[src/rtl/pc_sequencer_pkg.sv]
`default_nettype none
// ============================================================================
// Module      : pc_sequencer_pkg
// Description : Shared opcode constants, sequencer state encoding and default
//               widths for the program-counter control unit.
// Revision    : 1.0 - initial release
// ============================================================================
package pc_sequencer_pkg;

    localparam int DEF_OPW   = 2;
    localparam int DEF_ADDRW = 2;

    localparam logic [1:0] OP_ADD = 2'b00;
    localparam logic [1:0] OP_DEC = 2'b01;
    localparam logic [1:0] OP_JNP = 2'b10;
    localparam logic [1:0] OP_HLT = 2'b11;

    typedef enum logic [1:0] {
        ST_IDLE  = 2'b00,
        ST_FETCH = 2'b01,
        ST_EXEC  = 2'b10,
        ST_HALT  = 2'b11
    } state_t;

endpackage
`default_nettype wire

[src/rtl/pc_seq_decode.sv]
`default_nettype none
// ============================================================================
// Module      : pc_seq_decode
// Description : Combinational decode of the latched opcode (plus r2 for JNP)
//               into the PC and register strobes, active only during EXEC.
// Revision    : 1.0 - initial release
// ============================================================================
module pc_seq_decode
    import pc_sequencer_pkg::*;
#(
    parameter int OPW   = DEF_OPW,
    parameter int ADDRW = DEF_ADDRW
) (
    input  logic             exec,
    input  logic [OPW-1:0]   opcode,
    input  logic [ADDRW-1:0] operand,
    input  logic             r2,
    output logic             inc,
    output logic             jnp,
    output logic [ADDRW-1:0] jmp_target,
    output logic             acc_we,
    output logic             r2_we
);

    // Strobe decode; the JNP condition is resolved here so inc and jnp stay exclusive
    always_comb begin
        inc        = 1'b0;
        jnp        = 1'b0;
        jmp_target = '0;
        acc_we     = 1'b0;
        r2_we      = 1'b0;
        if (exec) begin
            case (opcode)
                OPW'(OP_ADD): begin
                    acc_we = 1'b1;
                    inc    = 1'b1;
                end
                OPW'(OP_DEC): begin
                    r2_we = 1'b1;
                    inc   = 1'b1;
                end
                OPW'(OP_JNP): begin
                    if (r2) begin
                        inc = 1'b1;
                    end else begin
                        jnp        = 1'b1;
                        jmp_target = operand;
                    end
                end
                default: begin
                    // HLT issues no strobes
                end
            endcase
        end
    end

endmodule
`default_nettype wire

[src/rtl/pc_sequencer.sv]
`default_nettype none
// ============================================================================
// Module      : pc_sequencer
// Description : Fetch/execute sequencer for the 2-bit PC datapath. Holds the
//               state register, instruction register, retired-instruction
//               counter and watchdog; strobes come from pc_seq_decode.
// Revision    : 1.0 - initial release
// ============================================================================
module pc_sequencer
    import pc_sequencer_pkg::*;
#(
    parameter int OPW       = DEF_OPW,
    parameter int ADDRW     = DEF_ADDRW,
    parameter int CNT_W     = 8,
    parameter int MAX_INSTR = 255
) (
    input  logic             clk,
    input  logic             rst,
    input  logic             start,
    input  logic [OPW-1:0]   opcode,
    input  logic [ADDRW-1:0] operand,
    input  logic             r2,
    output logic             ir_load,
    output logic             inc,
    output logic             jnp,
    output logic [ADDRW-1:0] jmp_target,
    output logic             acc_we,
    output logic             r2_we,
    output logic             busy,
    output logic             halted,
    output logic             timeout,
    output logic [CNT_W-1:0] instr_cnt
);

    localparam logic [CNT_W-1:0] c_max_instr = CNT_W'(MAX_INSTR);

    state_t                   r_state;
    state_t                   w_state_nxt;
    logic [OPW+ADDRW-1:0]     r_ir;
    logic [CNT_W-1:0]         r_cnt;
    logic                     r_timeout;

    logic [OPW-1:0]           w_ir_op;
    logic [ADDRW-1:0]         w_ir_operand;
    logic [CNT_W-1:0]         w_cnt_nxt;
    logic                     w_exec;
    logic                     w_is_hlt;
    logic                     w_retire;
    logic                     w_watchdog;

    assign w_ir_op      = r_ir[OPW+ADDRW-1:ADDRW];
    assign w_ir_operand = r_ir[ADDRW-1:0];
    assign w_exec       = (r_state == ST_EXEC);
    assign w_is_hlt     = (w_ir_op == OPW'(OP_HLT));
    assign w_retire     = w_exec && !w_is_hlt;
    assign w_cnt_nxt    = r_cnt + CNT_W'(1);
    assign w_watchdog   = (w_cnt_nxt == c_max_instr);

    // State register; reset forces IDLE so every decoded output drops at once
    always_ff @(posedge clk or posedge rst) begin
        if (rst) begin
            r_state <= ST_IDLE;
        end else begin
            r_state <= w_state_nxt;
        end
    end

    // Next-state selection: HLT or watchdog expiry ends execution for good
    always_comb begin
        w_state_nxt = r_state;
        case (r_state)
            ST_IDLE:  if (start) w_state_nxt = ST_FETCH;
            ST_FETCH: w_state_nxt = ST_EXEC;
            ST_EXEC: begin
                if (w_is_hlt || w_watchdog) begin
                    w_state_nxt = ST_HALT;
                end else begin
                    w_state_nxt = ST_FETCH;
                end
            end
            default:  w_state_nxt = ST_HALT;
        endcase
    end

    // Instruction register, retired count and watchdog flag
    always_ff @(posedge clk or posedge rst) begin
        if (rst) begin
            r_ir      <= '0;
            r_cnt     <= '0;
            r_timeout <= 1'b0;
        end else begin
            if (r_state == ST_FETCH) begin
                r_ir <= {opcode, operand};
            end
            if (w_retire) begin
                r_cnt <= w_cnt_nxt;
                if (w_watchdog) begin
                    r_timeout <= 1'b1;
                end
            end
        end
    end

    pc_seq_decode #(
        .OPW   (OPW),
        .ADDRW (ADDRW)
    ) u_decode (
        .exec       (w_exec),
        .opcode     (w_ir_op),
        .operand    (w_ir_operand),
        .r2         (r2),
        .inc        (inc),
        .jnp        (jnp),
        .jmp_target (jmp_target),
        .acc_we     (acc_we),
        .r2_we      (r2_we)
    );

    assign ir_load   = (r_state == ST_FETCH);
    assign busy      = (r_state == ST_FETCH) || w_exec;
    assign halted    = (r_state == ST_HALT);
    assign timeout   = r_timeout;
    assign instr_cnt = r_cnt;

endmodule
`default_nettype wire

[config.mk]
export PLATFORM = sky130hd
export DESIGN_NAME = pc_sequencer
export DESIGN_NICKNAME = d
export VERILOG_FILES = /design/src/rtl/pc_sequencer_pkg.sv /design/src/rtl/pc_seq_decode.sv /design/src/rtl/pc_sequencer.sv
export SDC_FILE = /design/constraint.sdc
export NUM_CORES = 1
export LEC_CHECK = 0
export CAP_MARGIN = 20
export CORE_MARGIN = 2
export CORE_UTILIZATION = 45
export CTS_CLUSTER_SIZE = 20
export DETAILED_ROUTE_END_ITERATION = 10
export HOLD_SLACK_MARGIN = 0.06
export PLACE_DENSITY = 0.78
export SETUP_SLACK_MARGIN = 0.3
export SLEW_MARGIN = 20
export SYNTH_ARGS = -nofsm -noshare
export SYNTH_HDL_FRONTEND = slang
export SYNTH_HIERARCHICAL = 1
export SYNTH_SLANG_ARGS = --single-unit
[constraint.sdc]
create_clock -name clk -period 2.2 [get_ports clk]
set_clock_uncertainty 0.05 [all_clocks]
set_input_delay 0.33 -clock clk [delete_from_list [all_inputs] [get_ports clk]]
set_output_delay 0.33 -clock clk [all_outputs]
set_load 0.1 [all_outputs]
* Word level (Yosys, flattened, before mapping)
Cells that the tools add are included.
** Storage, ports and cells
- Register bits after elaboration :: 15
- Bits of input ports :: 8
- Output and inout bits :: 18
- Logic and storage cells :: 37
** Operators by class
- Add/sub/neg operators :: 1
- Eq/ne operators :: 8
- Muxes and demuxes :: 16
- Reductions and logical operators :: 8
** Operators with widths (count)
- $mux 2 :: 5
- $mux 1 :: 9
- $add 8x1->8 const B :: 1
- $eq 2x2->1 const B :: 4
- $eq 8x8->1 const B :: 1
- $pmux 2 s3 :: 1
- $eq 2x1->1 const B :: 2
- $logic_not 2->1 :: 2
- $logic_or 1x1->1 :: 2
- $ne 2x2->1 const B :: 1
- $pmux 1 s2 :: 1
- $reduce_and 2->1 :: 1
- $reduce_or 2->1 :: 1
- $logic_and 1x1->1 :: 1
- $logic_not 1->1 :: 1

* Logic depth before layout (Yosys ltp)
- Depth in word-level cells :: 5
- Depth in mapped cells :: 7
- Gate-level depth less buffers :: 7

* Modules after synthesis
The synthesis kept the hierarchy.
** By module, submodules not included
- pc_sequencer :: instances 1, cells an instance 69, area each 784.5 µm², seq. area each 375.4 µm²
- pc_seq_decode :: instances 1, cells an instance 8, area each 53.8 µm², seq. area each 0.0 µm²

* Worst setup path before layout
Ideal clock, no wire load.
- Path kind :: reg-to-output
- From :: register r_state[0]
- To :: output acc_we
- Data arrival time :: 2.924 ns
- Data required time :: 1.820 ns
- Slack :: -1.104 ns
- Cell stages (with the launch flop) :: 4
- Path buffers :: 0
- Cell sequence :: dfrtp_1 > inv_1 > ha_1 > nor3b_1
** On the way
- Cells in the longest elaborated chain, start to end :: 2
** RTL lines
- start: declaration :: RTL line pc_sequencer.sv:37 : state_t r_state;
- start signal: assignment :: RTL line pc_sequencer.sv:64 : r_state <= w_state_nxt;
- $eq 2x2->1 :: RTL line pc_sequencer.sv:53 : assign w_exec = (r_state == ST_EXEC);
- net w_exec :: RTL line pc_sequencer.sv:46 : logic w_exec;
- $mux 1 :: RTL line pc_seq_decode.sv:32 : if (exec) begin
- end: declaration :: RTL line pc_sequencer.sv:27 : output logic acc_we,
The timed path passes the listed nets, and every way through them passes these cells.

* Final worst setup path
- From :: register r_state[0]
- To :: output jmp_target[0]
** On the way
- Cells in the longest elaborated chain, start to end :: 2
** RTL lines
- $eq 2x2->1 :: RTL line pc_sequencer.sv:53
- net w_exec :: RTL line pc_sequencer.sv:46
- $mux 2 :: RTL line pc_seq_decode.sv:32
- end: declaration :: RTL line pc_sequencer.sv:26 : output logic [ADDRW-1:0] jmp_target,
The timed path passes the listed nets, and every way through them passes these cells.

==> metrics list <==
- Tot GR Track Use: 18.4%
- Count of flip-flops with a built-in enable after synthesis: 0
* Crit start category: flip-flop
- Total power: 448 uW
- Clock Tree Root: sky130_fd_sc_hd__clkbuf_4
- The first TritonRoute pass finished after 4 iterations.
- First-pass GRT wire length: 2820 um
- Clk Latency, worst-skew pair: 280 ps
- Number of distinct standard cells referenced by the synthesized netlist: 23
- Slowest cell on the critical path: sky130_fd_sc_hd__dfrtp_1
- Worst hold-check path type: input port to async pin
- After synthesis the netlist holds a flip-flop and latch count of 15.
* Hold buffer count at cts: 0
- Worst endpoint data arrival time: 1480 ps
* Footprint of the multi-input gates: 482 sq um
* Sequential cell area in the final layout: 387 sq um
- Number of inserted diodes: 0
* Cell type with the highest aggregate area in the netlist: sky130_fd_sc_hd__dfrtp_1
- Area delta synth->final: 53.1%
- Final net count: 126
- In this run the horizontal extent of the chip is 47.2 um.
- Detailed-route vias per instance: 4.99
* Sum of buffers and inverters on the critical path: 2
- Leading post-synthesis cells by cell area: sky130_fd_sc_hd__dfrtp_1, sky130_fd_sc_hd__ha_1, sky130_fd_sc_hd__xnor2_1, sky130_fd_sc_hd__mux2_2, sky130_fd_sc_hd__xor2_1
- RSZ-0062 raised after global routing: true
- At the worst endpoint, the required time is 1820 ps.
- Static timing analysis puts the maximum clock frequency at 538 MHz.
- In this run the number of H-tree levels came out at 1.
- The final max-slew violation count was 0.
- Number of ports placed on the die boundary: 26
- Once detailed placement completed, the half-perimeter wirelength came to 1320 um.
* Total clock sinks: 15
- The post-route netlist has 43.6% of its cells at a drive strength greater than 1.
- GRT Residual Overflow: 0
* Count of nets left with antenna violations after detail routing: 0
* Number of remaining DRC errors: 0
- In this run the standard cell core region covers 0.00175 sq mm.
- Sequential elements use 44.8% of the synthesized area.
* Power per cell area: 349 mW/mm^2
- Counting cells, the worst reg-to-reg path comes to 5.
- The clock passes through at most 2 buffers.
* Syn avg cell area: 10.9 sq um
- Die H: 47.2 um
- The worst path meets setup with 341 ps of slack.
- For the pin with the worst max-slew slack, the measured transition is 530 ps.
- Clock share of power: 34.3%
- Number of port buffers: 25
- Internal power: 357 uW
- Initial standard-cell utilization of the core: 48.0%
- Static leakage: 0.578 nW
- Cells along the critical path: inv_2 -> ha_4 -> and4bb_4 -> and2_4 -> buf_12
- Yosys instantiated no cell more often than sky130_fd_sc_hd__dfrtp_1.
* Sum of negative setup slack: 0 ps
- In this run the core area contains 15 standard-cell rows.
- Portion of total power attributed to combinational logic: 4.2%
- Die ar.: 0.00222 sq mm
- For this run, asynchronously set or reset flops after synthesis account for 100%.
* Flop pwr share: 61.5%
* Critical Path Sink Type: primary output
- Across the VDD grid, the largest voltage drop is 0.000304 V.
- WL per Instance: 13.1 um
* Warning count from the yosys run: 6
- Number of antenna violations at the first check in global routing: 0
- Tightest slew margin relative to the limit: 64.6%
- The layout has 136 filler cells.
- Maximum number of pins on one net before global-route repair: 16
* Min Tclk post-route: 1860 ps
- The congestion estimate from routability-driven global placement came to 0.748.
* Internal reg-to-reg setup slack: 550 ps
* Crit path max-delay family: flip-flops
- R2R Path End: r_state[1]$_DFFE_PP0P_
- The final-report hold violation count came to 0.
- CP max stage delay: 400 ps
- The cell count after synthesis came out at 77.
- Along the worst path, the maximum fanout reaches 3.
- Via count of the first global-routing pass: 606
- Total via count after detailed routing: 674
- The run finished with clean final reports.
* Net Switching: 90.2 uW
- Critical path start-end classification: flip-flop to primary output
* Max-capacitance violation count: 0
* Syn Nets: 92
* Switching portion of total power: 20.1%
- Final Setup Violations: 0
- For this block, the initial DRC count from the detailed router was 7.
- TritonCTS built the clock tree.
- Commonest cells post-synth: sky130_fd_sc_hd__dfrtp_1, sky130_fd_sc_hd__ha_1, sky130_fd_sc_hd__nand3_1, sky130_fd_sc_hd__xnor2_1
* Startpoint of the worst register-to-register path: instr_cnt[0]$_DFFE_PP0P_
- Final clock period utilization by the worst path: 84.5%
- The routed design has 1770 um of wire.
* Post-synthesis cell area: 838 sq um
- The most used flip-flop cell after synthesis is sky130_fd_sc_hd__dfrtp_1.
- Clock edge transition at the registers on the reported setup and hold paths: 80 ps
* Setup Slack @ Placement: 384 ps
* Proportion of netlist area held by the largest area contributor: 44.8%
* CTS buffer count: 3
cell usage in the layout, fill, tap and decap left out, types with 2 or more instances in the layout:
| master | synthesis | layout |
|---|---|---|
| sky130_fd_sc_hd__dfrtp_1 | 15 | 8 |
| sky130_fd_sc_hd__nand2b_1 | 2 | 2 |
| sky130_fd_sc_hd__nand2_1 | 5 | 5 |
| sky130_fd_sc_hd__xnor2_1 | 6 | 6 |
| sky130_fd_sc_hd__buf_12 | 0 | 8 |
| sky130_fd_sc_hd__xor2_1 | 5 | 5 |
| sky130_fd_sc_hd__nand4_1 | 4 | 4 |
| sky130_fd_sc_hd__a21boi_2 | 1 | 2 |
| sky130_fd_sc_hd__clkbuf_4 | 0 | 3 |
| sky130_fd_sc_hd__nor2_1 | 5 | 4 |
| sky130_fd_sc_hd__clkdlybuf4s50_1 | 0 | 7 |
| sky130_fd_sc_hd__and2_4 | 0 | 2 |
| sky130_fd_sc_hd__inv_1 | 4 | 3 |
| sky130_fd_sc_hd__buf_4 | 1 | 15 |
| sky130_fd_sc_hd__mux2_2 | 4 | 4 |
| sky130_fd_sc_hd__a21oi_1 | 2 | 2 |
| sky130_fd_sc_hd__ha_1 | 7 | 5 |
| sky130_fd_sc_hd__dfrtp_2 | 0 | 6 |
| sky130_fd_sc_hd__nand3_1 | 6 | 6 |
sequential cells by signal (all words and copies together), names as in the netlist:
name       flops
instr_cnt      8
r_ir           4
r_state        2
timeout        1
worst register-to-register path: stages, from the launching register on:
cell and delay, ps:
sky130_fd_sc_hd__dfrtp_2 470, sky130_fd_sc_hd__ha_1 280, sky130_fd_sc_hd__xor2_1 150, sky130_fd_sc_hd__nand4_1 140, sky130_fd_sc_hd__nor4_2 330, sky130_fd_sc_hd__o21a_1 170
power groups by stage:
stage          logic (mW)  registers [mW]  clock network, mW
6_report           0.0186           0.275              0.154
5_1_grt            0.0209           0.275              0.171
4_1_cts            0.0193           0.275              0.157
3_5_place_dp       0.0192           0.281                  0
3_3_place_gp       0.0186           0.281                  0
2_1_floorplan     0.00540           0.281                  0
worst max-delay path by stage:
stage	startpoint	endpoint	slack [ps]	depth (start not counted)
final	r_state[0]$_DFFE_PP0P_	jmp_target[0]	340	5
after global routing	r_state[0]$_DFFE_PP0P_	jmp_target[0]	280	5
after CTS	r_state[0]$_DFFE_PP0P_	jmp_target[0]	320	5
after detailed placement	r2	jmp_target[0]	380	4
after global placement	r2	jmp_target[0]	430	4
after floorplan	r_state[0]$_DFFE_PP0P_	jmp_target[0]	240	4
logic make-up (layout without fill, tap and decap cells):
logic type / after synthesis / in the layout / synth area share, %
compound gates: 7 / 7 / 6.27
simple gates: 28 / 28 / 19.0
buf+inv: 5 / 38 / 2.69
fa+ha+maj: 7 / 7 / 10.4
xor+xnor: 11 / 11 / 11.5
mux: 4 / 4 / 5.37
flops: 15 / 15 / 44.8
metrics by stage:
step                      hold WS [ps]  cells  utilization [%]  cell area [sq um]
after global placement             406    127             69.5               1210
after detailed placement           401    127             69.5               1210
after CTS                          350    133             72.5               1260
after floorplan                    181     77                -                877
after global routing               397    135             73.5               1280
final                              326    135             73.5               1280
metal layers:
| metal | track usage, % | routed length (um) |
|---|---|---|
| met1 | 22.3 | 725 |
| met2 | 32.3 | 892 |
| met3 | 3.46 | 125 |
| met4 | 6.67 | 30 |
| met5 | 0 | 0 |
area by class of cell:
type | instances | share of cell area [%]
repair buffers | 30 | 26.7
multi-input cells | 57 | 37.5
inverters | 4 | 1.17
well taps | 25 | 2.44
flip-flops and latches | 15 | 30.1
clock buffers | 4 | 2.05
timing repair:
| action | CTS | global route |
|---|---|---|
| resized for setup | 2 | 2 |
| setup buffers | 2 | 2 |
| setup endpoints to repair | 3 | 4 |
| cloned | 0 | 0 |
No activity file was read; power rests on OpenSTA's default activity.
